===== src/rtl/risk_pkg.sv =====
`default_nettype none
// ============================================================================
// Module      : risk_pkg
// Description : Shared types, default widths and helpers for the pre-trade
//               risk check sequencer.
// Revision    : 1.0 - initial release
// ============================================================================
package risk_pkg;

    // Default order-line index width (memory depth is 2**c_def_id_w)
    localparam int c_def_id_w  = 8;
    // Default amount / limit width in pounds
    localparam int c_def_amt_w = 32;
    // Working width of the saturating adder; amount widths up to this are supported
    localparam int c_sat_w     = 64;

    // Operation codes presented on req_op
    typedef enum logic [1:0] {
        OP_ORDER  = 2'd0,
        OP_REDUCE = 2'd1,
        OP_SETMAX = 2'd2,
        OP_RSVD   = 2'd3
    } op_t;

    // Sequencer states
    typedef enum logic [2:0] {
        S_INIT  = 3'd0,
        S_IDLE  = 3'd1,
        S_READ  = 3'd2,
        S_CALC  = 3'd3,
        S_WRITE = 3'd4,
        S_RESP  = 3'd5
    } state_t;

    // Unsigned add that clamps to the largest value representable in 'width'
    // bits. Operands are carried at c_sat_w bits so any field width fits.
    function automatic logic [c_sat_w-1:0] sat_add(
        input logic [c_sat_w-1:0] a,
        input logic [c_sat_w-1:0] b,
        input int unsigned        width
    );
        logic [c_sat_w:0] sum;
        logic [c_sat_w:0] lim;
        sum = {1'b0, a} + {1'b0, b};
        lim = ({{c_sat_w{1'b0}}, 1'b1} << width) - {{c_sat_w{1'b0}}, 1'b1};
        if (sum > lim) begin
            return lim[c_sat_w-1:0];
        end
        return sum[c_sat_w-1:0];
    endfunction

endpackage
`default_nettype wire


===== src/rtl/risk_eval.sv =====
`default_nettype none
// ============================================================================
// Module      : risk_eval
// Description : Combinational evaluation of one risk operation against the
//               line record: pass/fail, updated record, and whether the
//               record actually changed (and so needs writing back).
// Revision    : 1.0 - initial release
// ============================================================================
module risk_eval
    import risk_pkg::*;
#(
    parameter int AMT_W = c_def_amt_w
) (
    input  logic [1:0]       op,
    input  logic [AMT_W-1:0] max,
    input  logic [AMT_W-1:0] acc,
    input  logic [AMT_W-1:0] red,
    input  logic [AMT_W-1:0] amount,
    output logic             fail,
    output logic             wr_needed,
    output logic [AMT_W-1:0] new_max,
    output logic [AMT_W-1:0] new_acc,
    output logic [AMT_W-1:0] new_red
);

    localparam int unsigned c_amt_w_u = AMT_W;

    // Projected exposure and limit, two extra bits so acc+amount cannot
    // overflow and a large reduction shows up as a negative value.
    logic signed [AMT_W+1:0] w_future;
    logic signed [AMT_W+1:0] w_max_ext;
    logic        [AMT_W-1:0] w_acc_sat;
    logic        [AMT_W-1:0] w_red_sat;

    assign w_future  = $signed({2'b00, acc}) + $signed({2'b00, amount})
                     - $signed({2'b00, red});
    assign w_max_ext = $signed({2'b00, max});
    assign w_acc_sat = AMT_W'(sat_add(c_sat_w'(acc), c_sat_w'(amount), c_amt_w_u));
    assign w_red_sat = AMT_W'(sat_add(c_sat_w'(red), c_sat_w'(amount), c_amt_w_u));

    // Apply the operation; a failed or reserved op leaves the record as read
    always_comb begin
        fail    = 1'b0;
        new_max = max;
        new_acc = acc;
        new_red = red;
        case (op)
            OP_ORDER: begin
                // Negative future is always below the (unsigned) max, so it passes
                fail = (w_future > w_max_ext);
                if (!fail) begin
                    new_acc = w_acc_sat;
                end
            end
            OP_REDUCE: begin
                new_red = w_red_sat;
            end
            OP_SETMAX: begin
                new_max = amount;
            end
            default: begin
                fail = 1'b1;
            end
        endcase
        // Only touch the RAM when a field really changes
        wr_needed = !fail && ({new_max, new_acc, new_red} != {max, acc, red});
    end

endmodule
`default_nettype wire


===== src/rtl/risk_check_ctrl.sv =====
`default_nettype none
// ============================================================================
// Module      : risk_check_ctrl
// Description : Per-order-line pre-trade risk check sequencer. Clears the
//               limit RAM after reset, then runs one read-evaluate-write-
//               respond operation at a time against the single-port RAM.
// Revision    : 1.0 - initial release
// ============================================================================
module risk_check_ctrl
    import risk_pkg::*;
#(
    parameter int ID_W  = c_def_id_w,
    parameter int AMT_W = c_def_amt_w
) (
    input  logic             clk,
    input  logic             rst,
    // Request
    input  logic             req_valid,
    output logic             req_ready,
    input  logic [1:0]       req_op,
    input  logic [ID_W-1:0]  req_id,
    input  logic [AMT_W-1:0] req_amount,
    // Limit RAM read port (data valid one cycle after mem_rd_en)
    output logic             mem_rd_en,
    output logic [ID_W-1:0]  mem_rd_addr,
    input  logic [AMT_W-1:0] mem_rd_max,
    input  logic [AMT_W-1:0] mem_rd_acc,
    input  logic [AMT_W-1:0] mem_rd_red,
    // Limit RAM write port
    output logic             mem_wr_en,
    output logic [ID_W-1:0]  mem_wr_addr,
    output logic [AMT_W-1:0] mem_wr_max,
    output logic [AMT_W-1:0] mem_wr_acc,
    output logic [AMT_W-1:0] mem_wr_red,
    // Response
    output logic             resp_valid,
    input  logic             resp_ready,
    output logic [ID_W-1:0]  resp_id,
    output logic             resp_fail,
    // Status
    output logic             init_done
);

    localparam logic [ID_W-1:0] c_last_addr = {ID_W{1'b1}};

    state_t           r_state;
    state_t           w_state_nxt;

    logic [ID_W-1:0]  r_init_addr;
    logic             r_init_done;

    op_t              r_op;
    logic [ID_W-1:0]  r_id;
    logic [AMT_W-1:0] r_amount;

    logic             r_fail;
    logic             r_wr_needed;
    logic [AMT_W-1:0] r_new_max;
    logic [AMT_W-1:0] r_new_acc;
    logic [AMT_W-1:0] r_new_red;

    logic             w_eval_fail;
    logic             w_eval_wr;
    logic [AMT_W-1:0] w_eval_max;
    logic [AMT_W-1:0] w_eval_acc;
    logic [AMT_W-1:0] w_eval_red;

    logic             w_req_ready;
    logic             w_rd_en;
    logic             w_wr_en;
    logic             w_resp_valid;
    logic             w_in_init;

    // ------------------------------------------------------------------------
    // Evaluation of the record returned by the RAM during CALC
    // ------------------------------------------------------------------------
    risk_eval #(
        .AMT_W (AMT_W)
    ) u_eval (
        .op        (r_op),
        .max       (mem_rd_max),
        .acc       (mem_rd_acc),
        .red       (mem_rd_red),
        .amount    (r_amount),
        .fail      (w_eval_fail),
        .wr_needed (w_eval_wr),
        .new_max   (w_eval_max),
        .new_acc   (w_eval_acc),
        .new_red   (w_eval_red)
    );

    // State register; reset always returns to the RAM clear sweep
    always_ff @(posedge clk) begin
        if (rst) begin
            r_state <= S_INIT;
        end else begin
            r_state <= w_state_nxt;
        end
    end

    // Next-state and Moore strobes, defaults first
    always_comb begin
        w_state_nxt  = r_state;
        w_req_ready  = 1'b0;
        w_rd_en      = 1'b0;
        w_wr_en      = 1'b0;
        w_resp_valid = 1'b0;
        case (r_state)
            S_INIT: begin
                w_wr_en = 1'b1;
                if (r_init_addr == c_last_addr) begin
                    w_state_nxt = S_IDLE;
                end
            end
            S_IDLE: begin
                w_req_ready = 1'b1;
                if (req_valid) begin
                    w_state_nxt = S_READ;
                end
            end
            S_READ: begin
                w_rd_en     = 1'b1;
                w_state_nxt = S_CALC;
            end
            S_CALC: begin
                w_state_nxt = S_WRITE;
            end
            S_WRITE: begin
                // The cycle elapses even when the record is unchanged
                w_wr_en     = r_wr_needed;
                w_state_nxt = S_RESP;
            end
            S_RESP: begin
                w_resp_valid = 1'b1;
                if (resp_ready) begin
                    w_state_nxt = S_IDLE;
                end
            end
            default: begin
                w_state_nxt = S_INIT;
            end
        endcase
    end

    // Clear-sweep address; wraps back to 0 on leaving INIT
    always_ff @(posedge clk) begin
        if (rst) begin
            r_init_addr <= '0;
        end else if (r_state == S_INIT) begin
            r_init_addr <= r_init_addr + ID_W'(1);
        end
    end

    // Sticky RAM-cleared flag, set as the last clear write is issued
    always_ff @(posedge clk) begin
        if (rst) begin
            r_init_done <= 1'b0;
        end else if ((r_state == S_INIT) && (r_init_addr == c_last_addr)) begin
            r_init_done <= 1'b1;
        end
    end

    // Capture the request on acceptance in IDLE
    always_ff @(posedge clk) begin
        if (rst) begin
            r_op     <= OP_ORDER;
            r_id     <= '0;
            r_amount <= '0;
        end else if ((r_state == S_IDLE) && req_valid) begin
            r_op     <= op_t'(req_op);
            r_id     <= req_id;
            r_amount <= req_amount;
        end
    end

    // Register the evaluation while the read data is valid in CALC
    always_ff @(posedge clk) begin
        if (rst) begin
            r_fail      <= 1'b0;
            r_wr_needed <= 1'b0;
            r_new_max   <= '0;
            r_new_acc   <= '0;
            r_new_red   <= '0;
        end else if (r_state == S_CALC) begin
            r_fail      <= w_eval_fail;
            r_wr_needed <= w_eval_wr;
            r_new_max   <= w_eval_max;
            r_new_acc   <= w_eval_acc;
            r_new_red   <= w_eval_red;
        end
    end

    // ------------------------------------------------------------------------
    // Outputs. Strobes are held low while rst is high so that nothing is
    // issued in any cycle where reset is asserted, including the one where it
    // first arrives mid-operation.
    // ------------------------------------------------------------------------
    assign w_in_init   = (r_state == S_INIT);

    assign req_ready   = w_req_ready  & ~rst;
    assign mem_rd_en   = w_rd_en      & ~rst;
    assign mem_wr_en   = w_wr_en      & ~rst;
    assign resp_valid  = w_resp_valid & ~rst;
    assign init_done   = r_init_done  & ~rst;

    assign mem_rd_addr = r_id;
    assign mem_wr_addr = w_in_init ? r_init_addr : r_id;
    assign mem_wr_max  = w_in_init ? '0 : r_new_max;
    assign mem_wr_acc  = w_in_init ? '0 : r_new_acc;
    assign mem_wr_red  = w_in_init ? '0 : r_new_red;

    assign resp_id     = r_id;
    assign resp_fail   = r_fail;

endmodule
`default_nettype wire


===== config.mk =====
export PLATFORM = sky130hd
export DESIGN_NAME = risk_check_ctrl
export DESIGN_NICKNAME = d
export VERILOG_FILES = /design/src/rtl/risk_pkg.sv /design/src/rtl/risk_eval.sv /design/src/rtl/risk_check_ctrl.sv
export SDC_FILE = /design/constraint.sdc
export NUM_CORES = 1
export LEC_CHECK = 0
export CAP_MARGIN = 0
export CORE_MARGIN = 2
export CORE_UTILIZATION = 55
export CTS_BUF_LIST = sky130_fd_sc_hd__clkbuf_16
export CTS_CLUSTER_DIAMETER = 40
export DETAILED_ROUTE_END_ITERATION = 10
export PLACE_DENSITY = 0.91
export SLEW_MARGIN = 5
export SYNTH_ARGS = -nofsm -noshare
export SYNTH_HDL_FRONTEND = slang
export SYNTH_SLANG_ARGS = --single-unit

===== constraint.sdc =====
create_clock -name clk -period 10.6 [get_ports clk]
set_input_delay 1.59 -clock clk [delete_from_list [all_inputs] [get_ports clk]]
set_output_delay 1.59 -clock clk [all_outputs]
set_load 0.02 [all_outputs]

==> results of run 1 <==
[registers in the layout, indices dropped and copies added (netlist names)]
name,cells
mem_rd_addr,8
r_wr_needed,1
r_init_done,1
r_new_acc,32
r_new_red,32
r_amount,32
r_new_max,32
r_state,3
resp_fail,1
r_init_addr,8
r_op,2
[through the flow]
stage | setup WS [ps] | utilization
after floorplan | 2620 | -
after global placement | 1080 | 0.663
after detailed placement | 786 | 0.663
after CTS | 1190 | 0.686
after global routing | 390 | 0.686
final | 1010 | 0.686
[cell families (layout without fill, tap and decap cells)]
kind of cell | after synthesis | after routing | synth area share
multiplexers | 56 | 56 | 0.0380
adder cells (fa/ha/maj) | 135 | 135 | 0.113
buffers and inverters | 236 | 437 | 0.0618
XOR/XNOR | 117 | 117 | 0.0679
flip-flops | 152 | 152 | 0.202
AND/OR/NAND/NOR | 723 | 723 | 0.225
AO/OA/AOI/OAI | 673 | 673 | 0.293
[where the power goes]
group          switching [W]  internal, W  total (W)
logic               0.000291     0.000186   0.000477
clock network       0.000337     0.000321   0.000658
registers         0.00000130     0.000571   0.000573
total               0.000629      0.00108    0.00171
[path summary, 6_finish.rpt]
check	to	depth (start not counted)
setup / recovery	r_new_acc[7]$_SDFFE_PP0N_	34
hold / removal	r_new_red[4]$_SDFFE_PP0N_	2
setup reg to reg	r_new_acc[7]$_SDFFE_PP0N_	33
hold reg to reg	r_new_red[4]$_SDFFE_PP0N_	2
[cell usage in the layout, fill, tap and decap left out, drive strengths merged, types with 28 or more instances in the layout]
| master | synthesis | final |
|---|---|---|
| a211oi | 67 | 67 |
| dfxtp | 152 | 152 |
| inv | 121 | 128 |
| o211ai | 41 | 41 |
| o21ai | 91 | 91 |
| nand3 | 36 | 36 |
| a21oi | 237 | 237 |
| clkdlybuf4s50 | 0 | 266 |
| mux2i | 46 | 46 |
| xnor2 | 53 | 53 |
| nor3 | 28 | 28 |
| nor2 | 187 | 187 |
| xor2 | 64 | 64 |
| o221ai | 28 | 28 |
| a21o | 33 | 33 |
| nor2b | 108 | 108 |
| nand2 | 251 | 251 |
| ha | 132 | 132 |
| nand4 | 31 | 31 |
[metal layers]
metal	global-route usage	wire, um	vias to the layer above
met3	0.106	8110	303
met1	0.565	25300	8223
li1	-	-	7961
met5	0	0	-
met4	0.277	4760	0
met2	0.694	28000	1286
[worst max-delay path, delay by kind of cell]
family	cells	cell delay, ps
AOI/OAI and AO/OA	15	3460
xor gates and xnor gates	2	430
adders and majority gates	4	1410
buffers and inverters	4	1340
and+or+nand+nor	9	1690
[synth_stat cells, types with 11 or more instances]
master / count / share of area
nand2_1: 251 / 0.062
o21a_1: 23 / 0.011
clkbuf_1: 90 / 0.022
nor2b_1: 108 / 0.045
buf_2: 11 / 0.0036
mux2i_1: 46 / 0.030
nor3_1: 28 / 0.0093
nand4_1: 31 / 0.013
o21ai_0: 83 / 0.028
o221ai_1: 28 / 0.016
ha_1: 132 / 0.11
nor2_1: 187 / 0.046
nor4_1: 19 / 0.0079
inv_1: 121 / 0.030
o21bai_1: 11 / 0.0055
a21o_1: 33 / 0.016
nand3_1: 36 / 0.012
and3_1: 12 / 0.0050
a211oi_1: 67 / 0.033
and2_1: 11 / 0.0046
xor2_1: 64 / 0.037
dfxtp_1: 152 / 0.20
o211ai_1: 41 / 0.020
a21oi_1: 234 / 0.078
xnor2_1: 53 / 0.031
a31oi_1: 21 / 0.0087
[area by class of cell]
class                           count  area, um^2
Clock inverter                     15         180
Clock buffer                       17         425
Multi-Input combinational cell   1704       11200
Sequential cell                   152        3040
Timing Repair Buffer              284        2800
Fill cell                        2234        8470
Inverter                          121         454
Tap cell                          341         427
==> results.toml, run 1 <==
[status]
outcome = "completed"

[drt]
routed_wl_um = 66200
firstDrtPassIters = 7
dr_total_vias = 17800
wl_per_cell_um = 25.1
antenna_left = 0
drt_iter0_drc = 2688
post_drt_via_cell_ratio = 6.75
drc_errors = 0

[setup_path]
cpMostUsedCell = "o21ai_0"
startpoint = "mem_rd_acc[0]"
reg2reg_slack_ps = 2100
critPathKind = "in -> reg"
endpoint_kind = "flop"
path_max_fanout = 56
cp.arrival_ps = 9970
worst_ep_required_time_ps = 10980
slowest_delay_ps = 620
r2r-start = "r_amount[0]$_SDFFE_PP0P_"
startpoint_type = "input port"
slowest_stage = "clkdlybuf4s50_1"

[pwr]
p_leak_nw = 7.07
p_per_area_mw_per_mm2 = 92.4
power_w = 0.00171
ir_drop_v = 0.0000938

[timing]
finalCritPeriodShare = 0.904
worstMarginPinSlew_ps = 1220
setup_viol = 0
max_freq_mhz = 104
hold_viol = 0
fin_hold_ws_ps = 450
rsz0062_at_grt = "no"
tns_ps = 0
fin_crit_ps = 9590
finalMaxSlewViolations = 0
slew_headroom = 0.181
skew_ps = 23.0

[yosys]
async_reset_ff_frac = 0
syn_area_mm2 = 0.0151
synth-seq-area-share = 0.202
yosys_warnings = 0
ys_seq_elements = 152
syn-num-nets = 2369
synth_cell_types = 79
synth_edf_count = 0
syn_inst = 2092
avgSynthCellArea_um2 = 7.22
synth_ff_type = "dfxtp_1"

[die]
initial_core_util = 0.560
chipWidth_um = 170
fp.dieH_um = 170
fp.coreArea_mm2 = 0.0270
io_pins = 268
die_area_mm2 = 0.0288
num_rows = 60

[placement]
hpwl_um = 52300
place_area_mm2 = 0.0179
portBuffers = 267
gp_congestion = 1.08
dp.cells = 2602

[grt]
gr-usage-all-layers = 0.449
grt-ovfl-total = 0
antenna_found_initial = 0
grt_max_degree = 112
grt_pass1_vias = 16400
grt_pass1_wl_um = 98100

[finish]
area_growth_pct = 22.4
antenna_cells = 0
finalNonFillerCells = 2634
stdcell_area_mm2 = 0.0185
fin_nets = 2557
drive_gt1_frac = 0.0388

[cts]
clk_path_buf_depth = 2
cts_tree = "yes"
clock-sinks = 152
cts-root-buf = "clkbuf_16"
clk_pin_slew_ps = 90
insertion_delay_ps = 450
cts_buffers = 17
htreeDepth = 4
post_cts_buffers = 0
postCtsHoldBufs = 0
cts-resized-gates = 0

[hold_path]
hp-class = "reg -> reg"
hp-start = "r_new_red[4]$_SDFFE_PP0N_"

[flow_run]
maxCapViolations = 0
Note: power is estimated with default switching activity, not from simulation.
==> run 2: changes to the inputs <==
- SLEW_MARGIN: 5 -> 20
==> results.toml, run 2 (synthesis gave the netlist of run 1 again) <==
[drt]
drt_iter0_drc = 2348
antenna_left = 0
wl_per_cell_um = 25.1
dr_total_vias = 17700
post_drt_via_cell_ratio = 6.72
drc_errors = 0
firstDrtPassIters = 9
routed_wl_um = 66200

[pwr]
ir_drop_v = 0.0000942
p_leak_nw = 7.09
p_per_area_mw_per_mm2 = 92.3

[cts]
postCtsHoldBufs = 0
clk_pin_slew_ps = 80
clock-sinks = 152
cts-resized-gates = 0
clk_path_buf_depth = 2
cts_tree = "yes"
cts_buffers = 17
post_cts_buffers = 0
insertion_delay_ps = 450
htreeDepth = 4
cts-root-buf = "clkbuf_16"

[timing]
max_freq_mhz = 104
hold_viol = 0
tns_ps = 0
skew_ps = 23.5
finalMaxSlewViolations = 0
finalCritPeriodShare = 0.909
rsz0062_at_grt = "no"
setup_viol = 0
fin_crit_ps = 9640
worstMarginPinSlew_ps = 1230
worst_slack_ps = 964
slew_headroom = 0.174

[grt]
grt_pass1_wl_um = 98100
gr-usage-all-layers = 0.449
grt_max_degree = 112
grt_pass1_vias = 16400
antenna_found_initial = 0
grt-ovfl-total = 0

[finish]
drive_gt1_frac = 0.0392
area_growth_pct = 22.6
multi_input_area_mm2 = 0.0112
antenna_cells = 0
final_util = 0.687
fin_nets = 2558
regArea_mm2 = 0.00304
stdcell_area_mm2 = 0.0185
layout_commonest_cell = "clkdlybuf4s50_1"
final_cell_mix = "clkdlybuf4s50_1 (266), nand2_1 (251), a21oi_1 (234)"
nFillCells = 2224
finalNonFillerCells = 2635

[placement]
dp.cells = 2602
hpwl_um = 52300
post-place-ws_ps = 786
place_area_mm2 = 0.0179
portBuffers = 267
gp_congestion = 1.08

[setup_path]
r2r-start = "r_amount[0]$_SDFFE_PP0P_"
r2r_cells = 29
startpoint_type = "input port"
slowest_stage = "a311oi_1"
endpoint_kind = "flop"
worst_ep_required_time_ps = 10980
slowest_delay_ps = 970
timing.rr.end = "r_new_acc[7]$_SDFFE_PP0N_"
reg2reg_slack_ps = 2060
critPathKind = "in -> reg"
cp.arrival_ps = 10020
path_max_fanout = 56

[hold_path]
whs_endpoint = "r_new_red[4]$_SDFFE_PP0N_"
hp-start = "r_new_red[4]$_SDFFE_PP0N_"
hp-class = "reg -> reg"
hold_depth = 2

[die]
initial_core_util = 0.560
io_pins = 268
chipWidth_um = 170
die_area_mm2 = 0.0288
num_rows = 60
fp.coreArea_mm2 = 0.0270
fp.dieH_um = 170

[status]
outcome = "completed"

[flow_run]
maxCapViolations = 0
-- run 2: per-layer routing --
metal | up-vias | GRT usage | wire [um]
li1 | 7955 | - | -
met4 | 0 | 0.277 | 4960
met1 | 8183 | 0.565 | 25600
met5 | - | 0 | 0
met3 | 326 | 0.106 | 7800
met2 | 1235 | 0.694 | 27900
-- run 2: worst max-delay path, delay by kind of cell --
| kind | cells | cell delay, ps |
|---|---|---|
| buf+inv | 3 | 1180 |
| simple gates | 7 | 1270 |
| fa+ha+maj | 4 | 1480 |
| compound gates | 16 | 4430 |
-- run 2: layout make-up --
type / instances / area share
multi-input cells: 1704 / 0.603
repair buffers: 285 / 0.153
clock inverters: 15 / 0.00973
flip-flops and latches: 152 / 0.164
inverters: 121 / 0.0245
clock buffers: 17 / 0.0230
well taps: 341 / 0.0230
-- run 2: worst max-delay path by stage --
stage,slack [ps],from,endpoint,depth (start not counted)
5_1_grt,390,mem_rd_acc[0],r_new_acc[4]$_SDFFE_PP0N_,34
4_1_cts,1190,mem_rd_acc[0],r_new_acc[7]$_SDFFE_PP0N_,34
3_3_place_gp,1080,mem_rd_acc[0],r_new_acc[5]$_SDFFE_PP0N_,34
2_1_floorplan,2620,mem_rd_acc[0],r_wr_needed$_SDFFE_PP0N_,33
3_5_place_dp,790,mem_rd_acc[0],r_new_acc[7]$_SDFFE_PP0N_,34
6_report,960,mem_rd_acc[0],r_new_acc[7]$_SDFFE_PP0N_,30
-- run 2: metrics by stage --
| stage | hold slack, ps | total power [W] |
|---|---|---|
| finish | 450 | 0.00171 |
| global route | 475 | 0.00175 |
| CTS | 450 | 0.00169 |
| detailed placement | 439 | 0.00104 |
| global placement | 433 | 0.00103 |
| floorplan | 427 | 0.000859 |
-- run 2: report_power, final --
group	internal, W	switching [W]
sequential	0.000571	0.00000128
clock	0.000321	0.000337
combinational	0.000186	0.000291
total	0.00108	0.000629
